### src/rtl/cpu_pkg.sv
// Shared CPU constants and types.
// Used by the register file, decoder and hazard unit.
package cpu_pkg;

    localparam int DATA_W_DEF   = 32;
    localparam int ADDR_W_DEF   = 5;
    localparam int LINK_REG_DEF = 31;
    localparam int NUM_RD_DEF   = 2;

    typedef logic [ADDR_W_DEF-1:0] reg_addr_t;

endpackage

### src/rtl/regfile_rd_port.sv
// One read port: registered read mux, write-first bypass,
// r0 zeroing and the pending-producer busy flag.
module regfile_rd_port #(
    parameter int DATA_W = 32,
    parameter int ADDR_W = 5,
    localparam int DEPTH = 2**ADDR_W
) (
    input  logic                         clk,
    input  logic                         rst_n,
    input  logic                         rd_en_i,
    input  logic [ADDR_W-1:0]            rd_addr_i,
    input  logic [DEPTH-1:0][DATA_W-1:0] mem_i,
    input  logic [DEPTH-1:0]             sb_i,
    input  logic                         wr_en_i,
    input  logic [ADDR_W-1:0]            wr_addr_i,
    input  logic [DATA_W-1:0]            wr_data_i,
    output logic [DATA_W-1:0]            rd_data_o,
    output logic                         rd_busy_o
);

    logic [DATA_W-1:0] rd_data_q;
    logic [DATA_W-1:0] rd_data_d;
    logic              addr_nz;
    logic              hit;

    assign addr_nz = |rd_addr_i;
    assign hit     = wr_en_i && (wr_addr_i == rd_addr_i);

    always_comb begin
        rd_data_d = rd_data_q;
        if (rd_en_i) begin
            if (!addr_nz) begin
                rd_data_d = '0;
            end else if (hit) begin
                rd_data_d = wr_data_i;
            end else begin
                rd_data_d = mem_i[rd_addr_i];
            end
        end
    end

    always_ff @(posedge clk) begin
        if (!rst_n) begin
            rd_data_q <= '0;
        end else begin
            rd_data_q <= rd_data_d;
        end
    end

    assign rd_data_o = rd_data_q;

    // A write landing this cycle retires the producer, so it never reads busy.
    assign rd_busy_o = sb_i[rd_addr_i] & ~hit & addr_nz;

endmodule

### src/rtl/regfile_mp.sv
// Multi-port GPR file with write-first bypass, JAL link write,
// hardwired r0 and a per-register pending scoreboard.
module regfile_mp
    import cpu_pkg::*;
#(
    parameter int DATA_W   = DATA_W_DEF,
    parameter int ADDR_W   = ADDR_W_DEF,
    parameter int NUM_RD   = NUM_RD_DEF,
    parameter int LINK_REG = LINK_REG_DEF
) (
    input  logic                     clk,
    input  logic                     rst_n,
    input  logic [NUM_RD-1:0]        rd_en,
    input  logic [NUM_RD*ADDR_W-1:0] rd_addr,
    output logic [NUM_RD*DATA_W-1:0] rd_data,
    output logic [NUM_RD-1:0]        rd_busy,
    input  logic                     wr_en,
    input  logic                     wr_link,
    input  logic [ADDR_W-1:0]        wr_addr,
    input  logic [DATA_W-1:0]        wr_data,
    input  logic                     sb_set_en,
    input  logic [ADDR_W-1:0]        sb_set_addr
);

    localparam int DEPTH = 2**ADDR_W;
    localparam logic [ADDR_W-1:0] LINK_A = ADDR_W'(LINK_REG);

    logic [DEPTH-1:0][DATA_W-1:0] mem_q;
    logic [DEPTH-1:0][DATA_W-1:0] mem_d;
    logic [DEPTH-1:0]             sb_q;
    logic [DEPTH-1:0]             sb_d;
    logic [ADDR_W-1:0]            weff;
    logic                         wr_go;

    assign weff  = wr_link ? LINK_A : wr_addr;
    assign wr_go = wr_en && (weff != '0);

    always_comb begin
        mem_d = mem_q;
        if (wr_go) begin
            mem_d[weff] = wr_data;
        end
    end

    // Set after clear: a newly issued producer is younger than the writer.
    always_comb begin
        sb_d = sb_q;
        if (wr_go) begin
            sb_d[weff] = 1'b0;
        end
        if (sb_set_en && (sb_set_addr != '0)) begin
            sb_d[sb_set_addr] = 1'b1;
        end
        sb_d[0] = 1'b0;
    end

    always_ff @(posedge clk) begin
        if (!rst_n) begin
            mem_q <= '0;
            sb_q  <= '0;
        end else begin
            mem_q <= mem_d;
            sb_q  <= sb_d;
        end
    end

    for (genvar i = 0; i < NUM_RD; i++) begin : g_rd
        regfile_rd_port #(
            .DATA_W(DATA_W),
            .ADDR_W(ADDR_W)
        ) u_port (
            .clk      (clk),
            .rst_n    (rst_n),
            .rd_en_i  (rd_en[i]),
            .rd_addr_i(rd_addr[i*ADDR_W +: ADDR_W]),
            .mem_i    (mem_q),
            .sb_i     (sb_q),
            .wr_en_i  (wr_en),
            .wr_addr_i(weff),
            .wr_data_i(wr_data),
            .rd_data_o(rd_data[i*DATA_W +: DATA_W]),
            .rd_busy_o(rd_busy[i])
        );
    end

endmodule

### config.mk
export PLATFORM = sky130hd
export DESIGN_NAME = regfile_mp
export DESIGN_NICKNAME = d
export VERILOG_FILES = /design/src/rtl/cpu_pkg.sv /design/src/rtl/regfile_rd_port.sv /design/src/rtl/regfile_mp.sv
export SDC_FILE = /design/constraint.sdc
export NUM_CORES = 2
export LEC_CHECK = 0
export CELL_PAD_IN_SITES_DETAIL_PLACEMENT = 1
export CELL_PAD_IN_SITES_GLOBAL_PLACEMENT = 2
export CORE_MARGIN = 5
export CORE_UTILIZATION = 35
export DETAILED_ROUTE_END_ITERATION = 7
export PLACE_DENSITY = 0.78
export SLEW_MARGIN = 20
export SYNTH_ARGS = -nofsm -noshare
export SYNTH_HDL_FRONTEND = slang
export SYNTH_SLANG_ARGS = --single-unit
### constraint.sdc
create_clock -name clk -period 3.45 [get_ports clk]
set_input_delay 0.69 -clock clk [delete_from_list [all_inputs] [get_ports clk]]
set_output_delay 0.69 -clock clk [all_outputs]
set_load 0.005 [all_outputs]
==> impl_metrics.yaml <==
status:
  status: "completed"
setup_path:
  path_buf_inv: 1
  r2r_start: "mem_q[866]$_SDFFE_PN0P_"
  crit_required_ns: 2.76
  arrival_ns: 2.66
  worst_r2r_path_depth: 5
  reg2reg_slack_ns: 1.32
  critical_path_class: "flop to output pin"
  start_kind: "flop"
  worstReg2RegEnd: "g_rd[0].u_port.rd_data_o[2]$_SDFFE_PN0P_"
  path_delay_family: "multiplexers"
  crit_chain: "mux4_2, mux4_2, mux2i_2, a21oi_1, dlygate4sd2_1"
  crit_fanout: 3
  cp_common_cell: "mux4_2"
  cpPeakStageDelay_ns: 0.50
  cp_slowest_cell: "mux4_2"
  endpoint_kind: "output pin"
clocking:
  clock_latency_ns: 0.78
  postCtsSetupBuffers: 0
  h-tree-depth: 4
  clock_path_buffers: 3
  cts-root-buf: "clkbuf_16"
  cts_tree: "done"
  clkTransAtPathRegs_ns: 0.06
  ctsHoldBuffers: 0
  cts_buffers: 133
  clock-sinks: 1119
power_and_ir_drop:
  powerDensity_mw_per_mm2: 450
  ir_drop_v: 0.000496
  sw_frac_of_total_pct: 25.7
  p_clk_share_pct: 47.3
  pwr-share-comb_pct: 10.0
  leakagePower_nw: 23.6
  sequentialPowerShare_pct: 42.7
  p_int_mw: 23.0
  switchingPower_mw: 7.94
synthesis:
  syn-num-nets: 6567
  syn_inst: 6508
  ys_seq_area_share_pct: 38.1
  ys.flop_type: "dfxtp_1"
  synth_edf_count: 0
  syn_area_mm2: 0.0587
  synth.avg_cell_area_um2: 9.02
  ys_types: 61
  synth_warnings: 0
  async_flop_share_pct: 0
  ys_seq_elements: 1119
final_layout:
  final_nets: 6478
  final_cell_mix: "nand2_1, dfxtp_1, a21boi_0"
  areaGrowthSynthToFinish_pct: 16.9
  final_core_util_pct: 41.1
  instances_no_fill: 8726
  final_common_cell: "nand2_1"
  fill_cells: 18789
  drive_above_1_share_pct: 17.8
grt:
  grt_pass1_wl_um: 367000
  overflow: 0
  grt_antenna_before_repair: 6
  grtUsageTotal_pct: 27.9
  grt_pass1_vias: 52439
  grt_max_degree: 250
die:
  dieArea_mm2: 0.176
  rows: 150
  die_y_um: 420
  fp.coreArea_mm2: 0.167
  die_w_um: 420
  start_util_pct: 35.2
  ios: 125
sta:
  rsz0062_at_grt: "false"
  finalHoldViolCount: 0
  finalSetupViolCount: 0
  fin_crit_ns: 3.35
  max_slew_margin_pct: 22.3
  tightest_slew_ns: 1.17
  slew_viol_final: 0
  fmax_mhz: 298
  skew_ns: 0.0221
  finalCritPeriodShare_pct: 97.2
routing:
  drc: 0
  post_drt_wl_per_cell_um: 28.9
  ant_nets: 0
  wl_um: 252000
  dr.pass1.iters: 6
  viasPerCell: 5.96
  num_vias: 51975
  drt_iter0_markers: 4498
job:
  drv_cap: 0
worst_hold_path:
  hold_path_class: "input port to flop"
  hold_end: "sb_q[6]$_SDFF_PN0_"
  min-delay-start: "rst_n"
  hold_depth: 2
placed_design:
  dp_cells: 8487
  dp_hpwl_um: 165000
  gp_congestion: 0.922
  io_buffers: 124
==> stage by stage <==
| step | area, µm² | setup WS, ns | power, mW | setup TNS [ns] | hold WS, ns |
|---|---|---|---|---|---|
| after floorplan | 58700 | 0.280 | 15.1 | 0 | 0.441 |
| after global placement | 64200 | -0.0555 | 16.5 | -0.0555 | 0.449 |
| after detailed placement | 64200 | -0.00287 | 16.5 | -0.00287 | 0.458 |
| after CTS | 68600 | 0.000762 | 31.0 | 0 | 0.352 |
| after global routing | 68700 | 0.0650 | 31.7 | 0 | 0.374 |
| final | 68700 | 0.0962 | 30.9 | 0 | 0.388 |
==> flip-flops by register name (all words and copies together) (netlist names) <==
signal and flops:
g_rd.u_port.rd_data_o 64, mem_q 1024, sb_q 31
==> logic make-up (layout without fill, tap and decap cells) <==
group | count (synthesis) | after routing | synth area share [%]
AND/OR/NAND/NOR | 2321 | 2321 | 15.8
multiplexers | 789 | 789 | 20.5
other | 0 | 5 | 0
flip-flops | 1119 | 1119 | 38.1
XOR/XNOR | 4 | 4 | 0.0597
buffers and inverters | 718 | 727 | 5.35
AO/OA/AOI/OAI | 1557 | 1557 | 20.2
==> routing by layer <==
metal  share of wire [%]  vias to the layer above  track usage, %  wire [µm]
met1                  43                    26909            36.9     108000
met4                 5.4                        2            13.2      13500
met3                 6.2                      553            4.09      15700
li1                    -                    22648               -          -
met2                  46                     1863            44.8     115000
met5              0.0052                        -               0         13
==> area by class of cell <==
type	count	area, µm²	share of cell area [%]
multi-input combinational	4671	33400	48.7
sequential	1119	22400	32.6
timing repair buffer	491	5610	8.17
clock buffer	204	4120	5.99
tap	2204	2760	4.02
clock inverter	29	328	0.477
antenna	5	12.5	0.0182
inverter	3	11.3	0.0164
==> cell usage after synthesis, drive strengths merged (3+ instances only) <==
| cell | n | share of area (%) |
|---|---|---|
| or2 | 3 | 0.032 |
| and3 | 3 | 0.032 |
| mux2 | 157 | 3.2 |
| a21boi | 992 | 13 |
| and2 | 66 | 0.70 |
| nand3 | 51 | 0.43 |
| dfxtp | 1119 | 38 |
| nor4 | 13 | 0.17 |
| a22oi | 119 | 1.5 |
| o22ai | 93 | 0.99 |
| a221oi | 73 | 1.4 |
| mux4 | 304 | 12 |
| mux2i | 328 | 5.6 |
| nand2 | 2028 | 13 |
| a31oi | 25 | 0.27 |
| nor2b | 43 | 0.46 |
| nand2b | 11 | 0.12 |
| a221o | 64 | 1.1 |
| o21ai | 32 | 0.27 |
| clkbuf | 498 | 3.2 |
| nor2 | 51 | 0.33 |
| buf | 217 | 2.1 |
| o211ai | 3 | 0.038 |
| nor3 | 41 | 0.37 |
| a22o | 42 | 0.63 |
| inv | 3 | 0.019 |
| o221ai | 32 | 0.48 |
| o2111ai | 3 | 0.045 |
| a21oi | 67 | 0.57 |
==> power by group through the flow <==
stage          sequential, mW  combinational, mW  clock, mW
2_1_floorplan            13.4               1.69          0
6_report                 13.2               3.09       14.6
3_5_place_dp             13.5               3.03          0
4_1_cts                  13.2               3.03       14.8
3_3_place_gp             13.5               3.00          0
5_1_grt                  13.2               3.17       15.3
==> worst reg2reg max path, stage by stage, from the launching register on <==
cell      delay [ns]
dfxtp_1         0.33
mux4_2          0.59
a22o_1          0.32
a221oi_1        0.33
a31oi_1         0.17
a221o_1         0.29
==> timing repair <==
item | CTS | global route
gates resized for setup | 2 | 5
setup endpoints to repair | 2 | 1
pin swaps | 1 | 3
==> worst max-delay path by stage <==
stage                              startpoint          to  slack, ns  depth (start not counted)
after global routing      sb_q[30]$_SDFF_PN0_  rd_busy[0]       0.07                          5
after detailed placement              wr_link  rd_busy[1]     -0.003                          8
final                     sb_q[23]$_SDFF_PN0_  rd_busy[0]        0.1                          5
after CTS                             wr_link  rd_busy[1]     0.0008                          8
after global placement                wr_link  rd_busy[1]      -0.06                          8
after floorplan                    rd_addr[1]  rd_busy[0]       0.28                          8
Note: power is estimated with default switching activity, not from simulation.
